==> config.mk <==
export PLATFORM = sky130hd
export DESIGN_NAME = pipe_ctrl_flat
export DESIGN_NICKNAME = d
export VERILOG_FILES = /design/src/rtl/pipe_ctrl_pkg.sv /design/src/rtl/pipe_ctrl_if.sv /design/src/rtl/pipe_ctrl_stall_watchdog.sv /design/src/rtl/pipe_ctrl.sv /design/src/flat_wrapper.sv
export SDC_FILE = /design/constraint.sdc
export NUM_CORES = 1
export LEC_CHECK = 0
export BUFFER_PORTS_ARGS = -buffer_cell sky130_fd_sc_hd__buf_2
export CORE_ASPECT_RATIO = 0.75
export CORE_MARGIN = 4
export CORE_UTILIZATION = 50
export DETAILED_ROUTE_END_ITERATION = 7
export PLACE_DENSITY_LB_ADDON = 0.12
export SETUP_SLACK_MARGIN = 0.15
export SLEW_MARGIN = 10
export SYNTH_ARGS = -nofsm -noshare
export SYNTH_HDL_FRONTEND = slang
export SYNTH_SLANG_ARGS = --single-unit
==> constraint.sdc <==
create_clock -name clk -period 2.4 [get_ports clk]
set_clock_uncertainty 0.05 [all_clocks]
set_input_delay 0.12 -clock clk [delete_from_list [all_inputs] [get_ports clk]]
set_output_delay 0.12 -clock clk [all_outputs]
set_load 0.005 [all_outputs]
==> src/rtl/pipe_ctrl_pkg.sv <==
// Shared constants and types for the pipeline sequencer.
package pipe_ctrl_pkg;

    // Bit positions in the stall vector, one per pipeline register.
    localparam int STG_PC    = 0;
    localparam int STG_IFID  = 1;
    localparam int STG_IDEX  = 2;
    localparam int STG_EXMEM = 3;
    localparam int STG_MEMWB = 4;
    localparam int STG_WB    = 5;

    // Stall patterns: a requesting stage freezes itself and everything upstream.
    localparam logic [5:0] STALL_NONE = 6'b000000;
    localparam logic [5:0] STALL_ID   = 6'b000111;
    localparam logic [5:0] STALL_EX   = 6'b001111;
    localparam logic [5:0] STALL_MEM  = 6'b011111;
    localparam logic [5:0] STALL_ALL  = 6'b111111;

    typedef enum logic {
        IDLE  = 1'b0,
        FLUSH = 1'b1
    } ctrl_state_e;

endpackage

==> src/rtl/pipe_ctrl_if.sv <==
// Request/response bundle between the pipeline stages and the sequencer.
interface pipe_ctrl_if;

    logic        stallreq_id;
    logic        stallreq_ex;
    logic        stallreq_mem;
    logic        excp_valid;
    logic [31:0] excp_vector;
    logic        eret_valid;
    logic [31:0] epc;

    logic [5:0]  stall;
    logic        flush;
    logic [31:0] new_pc;
    logic        stall_timeout;
    logic [31:0] stall_cycles;

    // Pipeline side: raises requests, consumes control.
    modport master (
        output stallreq_id, stallreq_ex, stallreq_mem,
        output excp_valid, excp_vector, eret_valid, epc,
        input  stall, flush, new_pc, stall_timeout, stall_cycles
    );

    // Sequencer side.
    modport slave (
        input  stallreq_id, stallreq_ex, stallreq_mem,
        input  excp_valid, excp_vector, eret_valid, epc,
        output stall, flush, new_pc, stall_timeout, stall_cycles
    );

endinterface

==> src/rtl/pipe_ctrl_stall_watchdog.sv <==
// Saturating consecutive-stall counter with a single timeout pulse per episode.
module stall_watchdog #(
    parameter int unsigned STALL_LIMIT = 1024
) (
    input  logic clk,
    input  logic reset_n,
    input  logic i_stall,
    input  logic i_flush,
    output logic o_timeout
);

    localparam logic [15:0] LIMIT = 16'(STALL_LIMIT);

    logic [15:0] r_cnt;
    logic        r_hit;
    logic        r_timeout;
    logic        w_clear;
    logic        w_at_limit;

    assign w_clear    = !i_stall || i_flush;
    assign w_at_limit = (r_cnt == LIMIT);
    assign o_timeout  = r_timeout;

    // Count stalled cycles; r_hit suppresses repeat pulses until the count clears.
    always_ff @(posedge clk or negedge reset_n) begin
        if (!reset_n) begin
            r_cnt     <= '0;
            r_hit     <= 1'b0;
            r_timeout <= 1'b0;
        end else begin
            r_timeout <= w_at_limit && !r_hit;
            if (w_clear) begin
                r_cnt <= '0;
                r_hit <= 1'b0;
            end else if (w_at_limit) begin
                r_hit <= 1'b1;
            end else begin
                r_cnt <= r_cnt + 16'd1;
            end
        end
    end

endmodule

==> src/rtl/pipe_ctrl.sv <==
// Pipeline sequencer: stall merging, exception/eret flush sequencing, watchdog.
module pipe_ctrl
    import pipe_ctrl_pkg::*;
#(
    parameter int unsigned FLUSH_CYCLES = 1,
    parameter int unsigned STALL_LIMIT  = 1024
) (
    input  logic       clk,
    input  logic       reset_n,
    pipe_ctrl_if.slave bus
);

    localparam logic [3:0] FLUSH_LOAD = 4'(FLUSH_CYCLES - 1);

    ctrl_state_e r_state;
    ctrl_state_e w_state_nxt;
    logic [3:0]  r_flush_cnt;
    logic [3:0]  w_flush_cnt_nxt;
    logic [31:0] r_new_pc;
    logic [31:0] w_new_pc_nxt;
    logic [31:0] r_stall_cycles;
    logic [5:0]  w_stall;
    logic        w_event;
    logic        w_flush;
    logic        w_timeout;

    assign w_event = bus.excp_valid || bus.eret_valid;
    // flush comes straight off the state register, so reset drops it asynchronously.
    assign w_flush = (r_state == FLUSH);

    assign bus.stall         = w_stall;
    assign bus.flush         = w_flush;
    assign bus.new_pc        = r_new_pc;
    assign bus.stall_timeout = w_timeout;
    assign bus.stall_cycles  = r_stall_cycles;

    // FSM state, flush countdown and redirect target registers.
    always_ff @(posedge clk or negedge reset_n) begin
        if (!reset_n) begin
            r_state     <= IDLE;
            r_flush_cnt <= '0;
            r_new_pc    <= '0;
        end else begin
            r_state     <= w_state_nxt;
            r_flush_cnt <= w_flush_cnt_nxt;
            r_new_pc    <= w_new_pc_nxt;
        end
    end

    // Next state, redirect latch and prioritised stall vector.
    always_comb begin
        w_state_nxt     = r_state;
        w_flush_cnt_nxt = r_flush_cnt;
        w_new_pc_nxt    = r_new_pc;
        w_stall         = STALL_NONE;
        case (r_state)
            IDLE: begin
                if (w_event) begin
                    w_state_nxt     = FLUSH;
                    w_flush_cnt_nxt = FLUSH_LOAD;
                    w_new_pc_nxt    = bus.excp_valid ? bus.excp_vector : bus.epc;
                    w_stall         = STALL_ALL;
                end else if (bus.stallreq_mem) begin
                    w_stall = STALL_MEM;
                end else if (bus.stallreq_ex) begin
                    w_stall = STALL_EX;
                end else if (bus.stallreq_id) begin
                    w_stall = STALL_ID;
                end
            end
            FLUSH: begin
                if (r_flush_cnt == 4'd0) begin
                    w_state_nxt = IDLE;
                end else begin
                    w_flush_cnt_nxt = r_flush_cnt - 4'd1;
                end
            end
            default: w_state_nxt = IDLE;
        endcase
    end

    // Free-running count of cycles in which the pc register is frozen.
    always_ff @(posedge clk or negedge reset_n) begin
        if (!reset_n) begin
            r_stall_cycles <= '0;
        end else if (w_stall[STG_PC]) begin
            r_stall_cycles <= r_stall_cycles + 32'd1;
        end
    end

    stall_watchdog #(
        .STALL_LIMIT (STALL_LIMIT)
    ) u_watchdog (
        .clk       (clk),
        .reset_n   (reset_n),
        .i_stall   (w_stall[STG_PC]),
        .i_flush   (w_flush),
        .o_timeout (w_timeout)
    );

endmodule

==> src/flat_wrapper.sv <==
// flat-port wrapper written by rule: the top's interface ports become plain ports
module pipe_ctrl_flat import pipe_ctrl_pkg::*;
#(
    parameter int unsigned FLUSH_CYCLES = 1,
    parameter int unsigned STALL_LIMIT  = 1024
)
  (clk, reset_n, bus_stallreq_id, bus_stallreq_ex, bus_stallreq_mem, bus_excp_valid, bus_excp_vector, bus_eret_valid, bus_epc, bus_stall, bus_flush, bus_new_pc, bus_stall_timeout, bus_stall_cycles);
  pipe_ctrl_if bus_i ();
  input  logic clk;
  input  logic reset_n;
  input wire logic [$bits(bus_i.stallreq_id)-1:0] bus_stallreq_id;
  input wire logic [$bits(bus_i.stallreq_ex)-1:0] bus_stallreq_ex;
  input wire logic [$bits(bus_i.stallreq_mem)-1:0] bus_stallreq_mem;
  input wire logic [$bits(bus_i.excp_valid)-1:0] bus_excp_valid;
  input wire logic [$bits(bus_i.excp_vector)-1:0] bus_excp_vector;
  input wire logic [$bits(bus_i.eret_valid)-1:0] bus_eret_valid;
  input wire logic [$bits(bus_i.epc)-1:0] bus_epc;
  output wire logic [$bits(bus_i.stall)-1:0] bus_stall;
  output wire logic [$bits(bus_i.flush)-1:0] bus_flush;
  output wire logic [$bits(bus_i.new_pc)-1:0] bus_new_pc;
  output wire logic [$bits(bus_i.stall_timeout)-1:0] bus_stall_timeout;
  output wire logic [$bits(bus_i.stall_cycles)-1:0] bus_stall_cycles;
  assign bus_i.stallreq_id = bus_stallreq_id;
  assign bus_i.stallreq_ex = bus_stallreq_ex;
  assign bus_i.stallreq_mem = bus_stallreq_mem;
  assign bus_i.excp_valid = bus_excp_valid;
  assign bus_i.excp_vector = bus_excp_vector;
  assign bus_i.eret_valid = bus_eret_valid;
  assign bus_i.epc = bus_epc;
  assign bus_stall = bus_i.stall;
  assign bus_flush = bus_i.flush;
  assign bus_new_pc = bus_i.new_pc;
  assign bus_stall_timeout = bus_i.stall_timeout;
  assign bus_stall_cycles = bus_i.stall_cycles;
  pipe_ctrl #(.FLUSH_CYCLES(FLUSH_CYCLES), .STALL_LIMIT(STALL_LIMIT)) u_core (.clk(clk), .reset_n(reset_n), .bus(bus_i));
endmodule
# Word level (Yosys, flattened, before mapping)
# Cells that the tools add are included.
[word_totals]
in_bits = 71
reg_bits = 87
[classes]
reduce_logical = 9
bitwise = 1
n_addsub = 3
n_mux = 16
eq_ne = 4
[op_table]
columns = ["operator", "n"]
rows = [
  ["32-bit by 1-bit adder with 32-bit output, second input constant", 1],
  ["16-bit 2-to-1 mux", 2],
  ["32-bit 2-to-1 mux", 1],
  ["6-bit 2-to-1 mux", 4],
  ["16-bit by 1-bit adder with 16-bit output, second input constant", 1],
  ["16-bit by 11-bit equality test with 1-bit output, second input constant", 1],
  ["4-bit 2-to-1 mux", 2],
  ["4-bit one-hot mux with 2 select lines", 1],
  ["4-bit zero test", 1],
  ["1-bit 2-to-1 mux", 4],
  ["2-bit inequality test, second input constant", 2],
  ["2-bit AND reduction", 2],
  ["4-bit by 1-bit subtractor with 4-bit output, second input constant", 1],
  ["3-bit 2-to-1 mux", 1],
  ["1-bit zero test", 2],
  ["1-bit logical OR", 2],
  ["2-bit by 1-bit inequality test with 1-bit output, second input constant", 1],
  ["1-bit one-hot mux with 2 select lines", 1],
  ["2-bit nonzero test", 1],
  ["1-bit logical AND", 1],
  ["1-bit inverter", 1],
]

# Logic depth before layout (Yosys ltp)
[logic_depth]
word_depth = 8
ltp_mapped = 8

# By module
# From an unflattened synthesis, not the netlist that was laid out.
[hier_totals]
hier_cells = 379
hier_area_um2 = 4071.4
[by_module_without_submodules]
columns = ["module", "area_each_um2", "cells_each", "instances"]
rows = [
  ["pipe_ctrl", 3139.3, 288, 1],
  ["stall_watchdog", 932.1, 91, 1],
]

# Least setup slack after synthesis
# Ideal clock, no wire load.
[synth_path]
path_kind = "register -> register"
start = "reg u_core.r_stall_cycles[0], in the netlist u_core.bus.stall_cycles[0]"
end = "reg u_core.r_stall_cycles[24], in the netlist u_core.bus.stall_cycles[24]"
t_arrival_ns = 1.565
required_time_ns = 2.225
setup_slack_ns = 0.660
setup_ns = 0.125
path_stages_with_launch = 7
n_path_buf = 1
path_cell_list = "dfrtp_1 -> ha_1 -> nand4_1 -> a211oi_1 -> clkbuf_1 -> nand4_1 -> xnor2_1"
[synth_between]
elab_chain_len = 1
[synth_rtl]
columns = ["item", "line", "text"]
rows = [
  ["start: declaration", "pipe_ctrl.sv:21", "logic [31:0] r_stall_cycles;"],
  ["start signal: assignment", "pipe_ctrl.sv:87", "r_stall_cycles <= r_stall_cycles + 32'd1;"],
  ["32-bit by 1-bit adder with 32-bit output", "pipe_ctrl.sv:87", ""],
]
# No other way between the ends.
# A chain may end at the register's enable or synchronous reset.

# Worst setup path after layout
[layout_path]
start = "reg u_core.r_stall_cycles[0], in the netlist u_core.bus.stall_cycles[0]"
end = "reg u_core.r_stall_cycles[8], in the netlist u_core.bus.stall_cycles[8]"
# The elaborated chain is that of the path after synthesis.

==> reports/qor.yml <==
status:
  outcome: "finished, final reports clean"
cts:
  cts_post_setup_buffers_inserted: 0
  ctsRootBufferMaster: "clkbuf_8"
  cts_buffers: 9
  numClockSinks: 87
  clk-insertion-delay-late_ns: 0.37
  cts_tree: "done"
  h-tree-depth: 3
  cts_buffer_depth: 2
  path_clk_slew_ns: 0.08
power_and_ir_drop:
  power-per-cell-area_nw_per_um2: 845
  power.total_mw: 4.87
  leakagePower_nw: 2.75
  peakVddDrop_v: 0.000587
placed_design:
  place.detailed.hpwl_um: 6950
  post_dp_cell_area_sq_um: 4960
  numPortBuffers: 142
  place_inst: 631
  gp_congestion: 0.784
finish:
  antennaDiodeCount: 0
  final_cell_area_sq_um: 5760
  layout.cells.non_filler: 705
  final_net_count: 671
  layout-drive-gt1-share: 0.292
  layout_commonest_cell: "buf_2"
  mostFrequentLayoutCells: "buf_2 (141), dfrtp_1 (87), dlygate4sd3_1 (59)"
  area.growth.synth_to_final_pct: 38.6
  layout.filler_cells: 600
sta:
  unrepaired_setup_endpoints_after_global_routing: "false"
  finalMaxSlewViolations: 0
  totalNegativeSetupSlack_ns: 0
  finalSetupViolCount: 0
  timing_worst_slew_pin_value_ns: 0.647
  fmax_mhz: 543
  fin_crit_ns: 1.84
  timing.final.hold_violations: 0
  slew_headroom: 0.569
  fin_crit_sh: 0.768
floorplanning:
  dieArea_sq_um: 9850
  number_of_primary_i_o_pins: 143
  rows: 28
  starting_utilization_of_the_core_area: 0.520
  placeableCoreArea_sq_um: 7990
  die_height_um: 87.0
  chipWidth_um: 113
yosys:
  post-synth-top-area-fraction: 0.524
  synth.area.top_cells: "dfrtp_1 (52%), mux2i_1 (7.9%), xor2_1 (5.1%), nand2_1 (4.7%), xnor2_1 (4.2%)"
  yosys_warnings: 0
  net_count_after_synthesis: 474
  ys_seq_elements: 87
  number_of_distinct_library_cells_after_synthesis: 39
  post_synth.cell_area_avg_sq_um: 10.4
  synth_cells: 399
  sequential_element_share_of_the_synthesized_area: 0.524
  synth_area_sq_um: 4160
  synth_largest_area_cell: "dfrtp_1"
worst_setup_path:
  worst-path-max-fanout: 12
  critical_path.startpoint_type: "register"
  endpoint_kind: "register"
  cp_slowest_stage_delay_ns: 0.44
  crit_path_top_delay_cell: "dfrtp_1"
  timing_worst_setup_path_type: "register to register"
  cp.required_ns: 2.64
  critical_path.cell_chain: "ha_1 -> nand4_1 -> a211oi_1 -> buf_4 -> and4_1 -> xor2_1"
  arrival_ns: 2.08
detailed_routing:
  first_pass_iters: 6
  via_count: 3603
  drt_drc_violations_left: 0
  avgViaCountPerCell: 5.11
  detail_route.wirelength_um: 10600
  ant_nets: 0
  drt_first_iter_violations: 168
  avgRoutedWirePerCell_um: 15.1
global_route:
  gr-total-overflow: 0
  grt_pass1_vias: 3752
  overall_track_demand_over_capacity_in_global_routing: 0.225
  grt_start_max_net_pins: 69
  first_pass_grt_wire_length_um: 17900
  number_of_antenna_violations_at_the_first_check_in_global_routing: 0
worst_hold_path:
  min_path_type: "primary input to register"
job:
  drv_cap: 0
==> metal layers <==
metal  track usage  vias to the layer above  wire [um]
met2         0.380                      116       5270
met4        0.0524                        0        119
li1              -                     1773          -
met1         0.290                     1699       4530
met3        0.0646                       15        697
met5             0                        -          0
==> stage by stage <==
| step | setup slack [ns] | util | hold WS [ns] |
|---|---|---|---|
| detailed placement | 0.511 | 0.620 | 0.143 |
| global route | 0.411 | 0.721 | 0.0214 |
| CTS | 0.371 | 0.721 | 0.00433 |
| finish | 0.557 | 0.721 | 0.00938 |
| floorplan | 0.660 | - | -0.226 |
| global placement | 0.579 | 0.620 | 0.138 |
==> repair_timing <==
item | 4_1_cts | 5_1_grt
gates resized for setup | 0 | 1
setup endpoints to repair | 0 | 1
endpoints found under the hold margin | 78 | 0
hold buffers | 59 | 0
==> where the power goes <==
group	internal, mW	switching (mW)
Combinational	0.744	0.830
Sequential	1.86	0.318
Clock	0.606	0.506
==> synthesized netlist by cell type <==
cell type / count
nor3_1: 5
nand4_4: 1
nor2_1: 24
nand3b_1: 1
o31ai_1: 1
and4_1: 7
buf_2: 6
nor4_1: 5
nor4_2: 2
nand2b_1: 1
o311ai_0: 1
nor3_2: 5
or3_1: 2
xor2_1: 24
o21ai_0: 4
nand4_1: 14
clkbuf_1: 10
buf_6: 1
dfrtp_1: 87
xnor2_1: 20
inv_2: 2
nor4b_1: 3
a21oi_1: 4
a2111o_1: 1
and3_1: 9
o211ai_1: 2
ha_1: 4
nand2_1: 52
and2_1: 2
mux2i_1: 33
or2_1: 1
a211oi_1: 1
inv_1: 9
o21ai_1: 32
buf_1: 2
buf_4: 4
nand3_1: 15
or4_1: 1
a21o_1: 1
==> registers in the layout, summed over array words and instances (netlist names) <==
| name | flops |
|---|---|
| u_core.bus.stall_cycles | 32 |
| u_core.r_flush_cnt | 4 |
| u_core.u_watchdog.r_hit | 1 |
| u_core.u_watchdog.r_cnt | 16 |
| u_core.bus.flush | 1 |
| u_core.bus.new_pc | 32 |
| u_core.u_watchdog.o_timeout | 1 |
==> final cells by class <==
| type | count | area [sq um] | share of cell area |
|---|---|---|---|
| Sequential cell | 87 | 2180 | 0.378 |
| Multi-Input combinational cell | 278 | 1820 | 0.316 |
| Timing Repair Buffer | 209 | 1380 | 0.239 |
| Clock buffer | 11 | 141 | 0.0245 |
| Tap cell | 105 | 131 | 0.0228 |
| Clock inverter | 4 | 70.1 | 0.0122 |
| Inverter | 11 | 41.3 | 0.00717 |
==> critical path: cells and delay by family, from the launching register on <==
family                     cells  cell delay, ns
DFF                            1            0.44
and+or+nand+nor                2            0.39
AOI/OAI and AO/OA              1            0.27
adders and majority gates      1            0.24
buffers and inverters          1            0.24
xor gates and xnor gates       1            0.15
==> final timing paths <==
check | start | endpoint | slack [ns] | cells after the start
hold / removal | bus_excp_vector[16] | u_core.bus.new_pc[16] | 0.009 | 3
setup reg to reg | u_core.bus.stall_cycles[0] | u_core.bus.stall_cycles[8] | 0.56 | 6
hold reg to reg | u_core.u_watchdog.r_hit | u_core.u_watchdog.o_timeout | 0.38 | 1
setup / recovery | u_core.bus.stall_cycles[0] | u_core.bus.stall_cycles[8] | 0.56 | 6
min in group asynchronous | reset_n | u_core.bus.stall_cycles[26] | 0.26 | 2
max in group asynchronous | reset_n | u_core.u_watchdog.r_cnt[10] | 1.39 | 3
==> cell families (layout without fill, tap and decap cells) <==
kind of cell	count (synthesis)	in the layout	share of synthesized area
mux	33	33	0.0795
buf+inv	34	235	0.0379
fa+ha+maj	4	4	0.0120
simple gates	150	150	0.192
compound gates	47	47	0.0620
xor+xnor	44	44	0.0927
flops	87	87	0.524
Note: power is estimated with default switching activity, not from simulation.
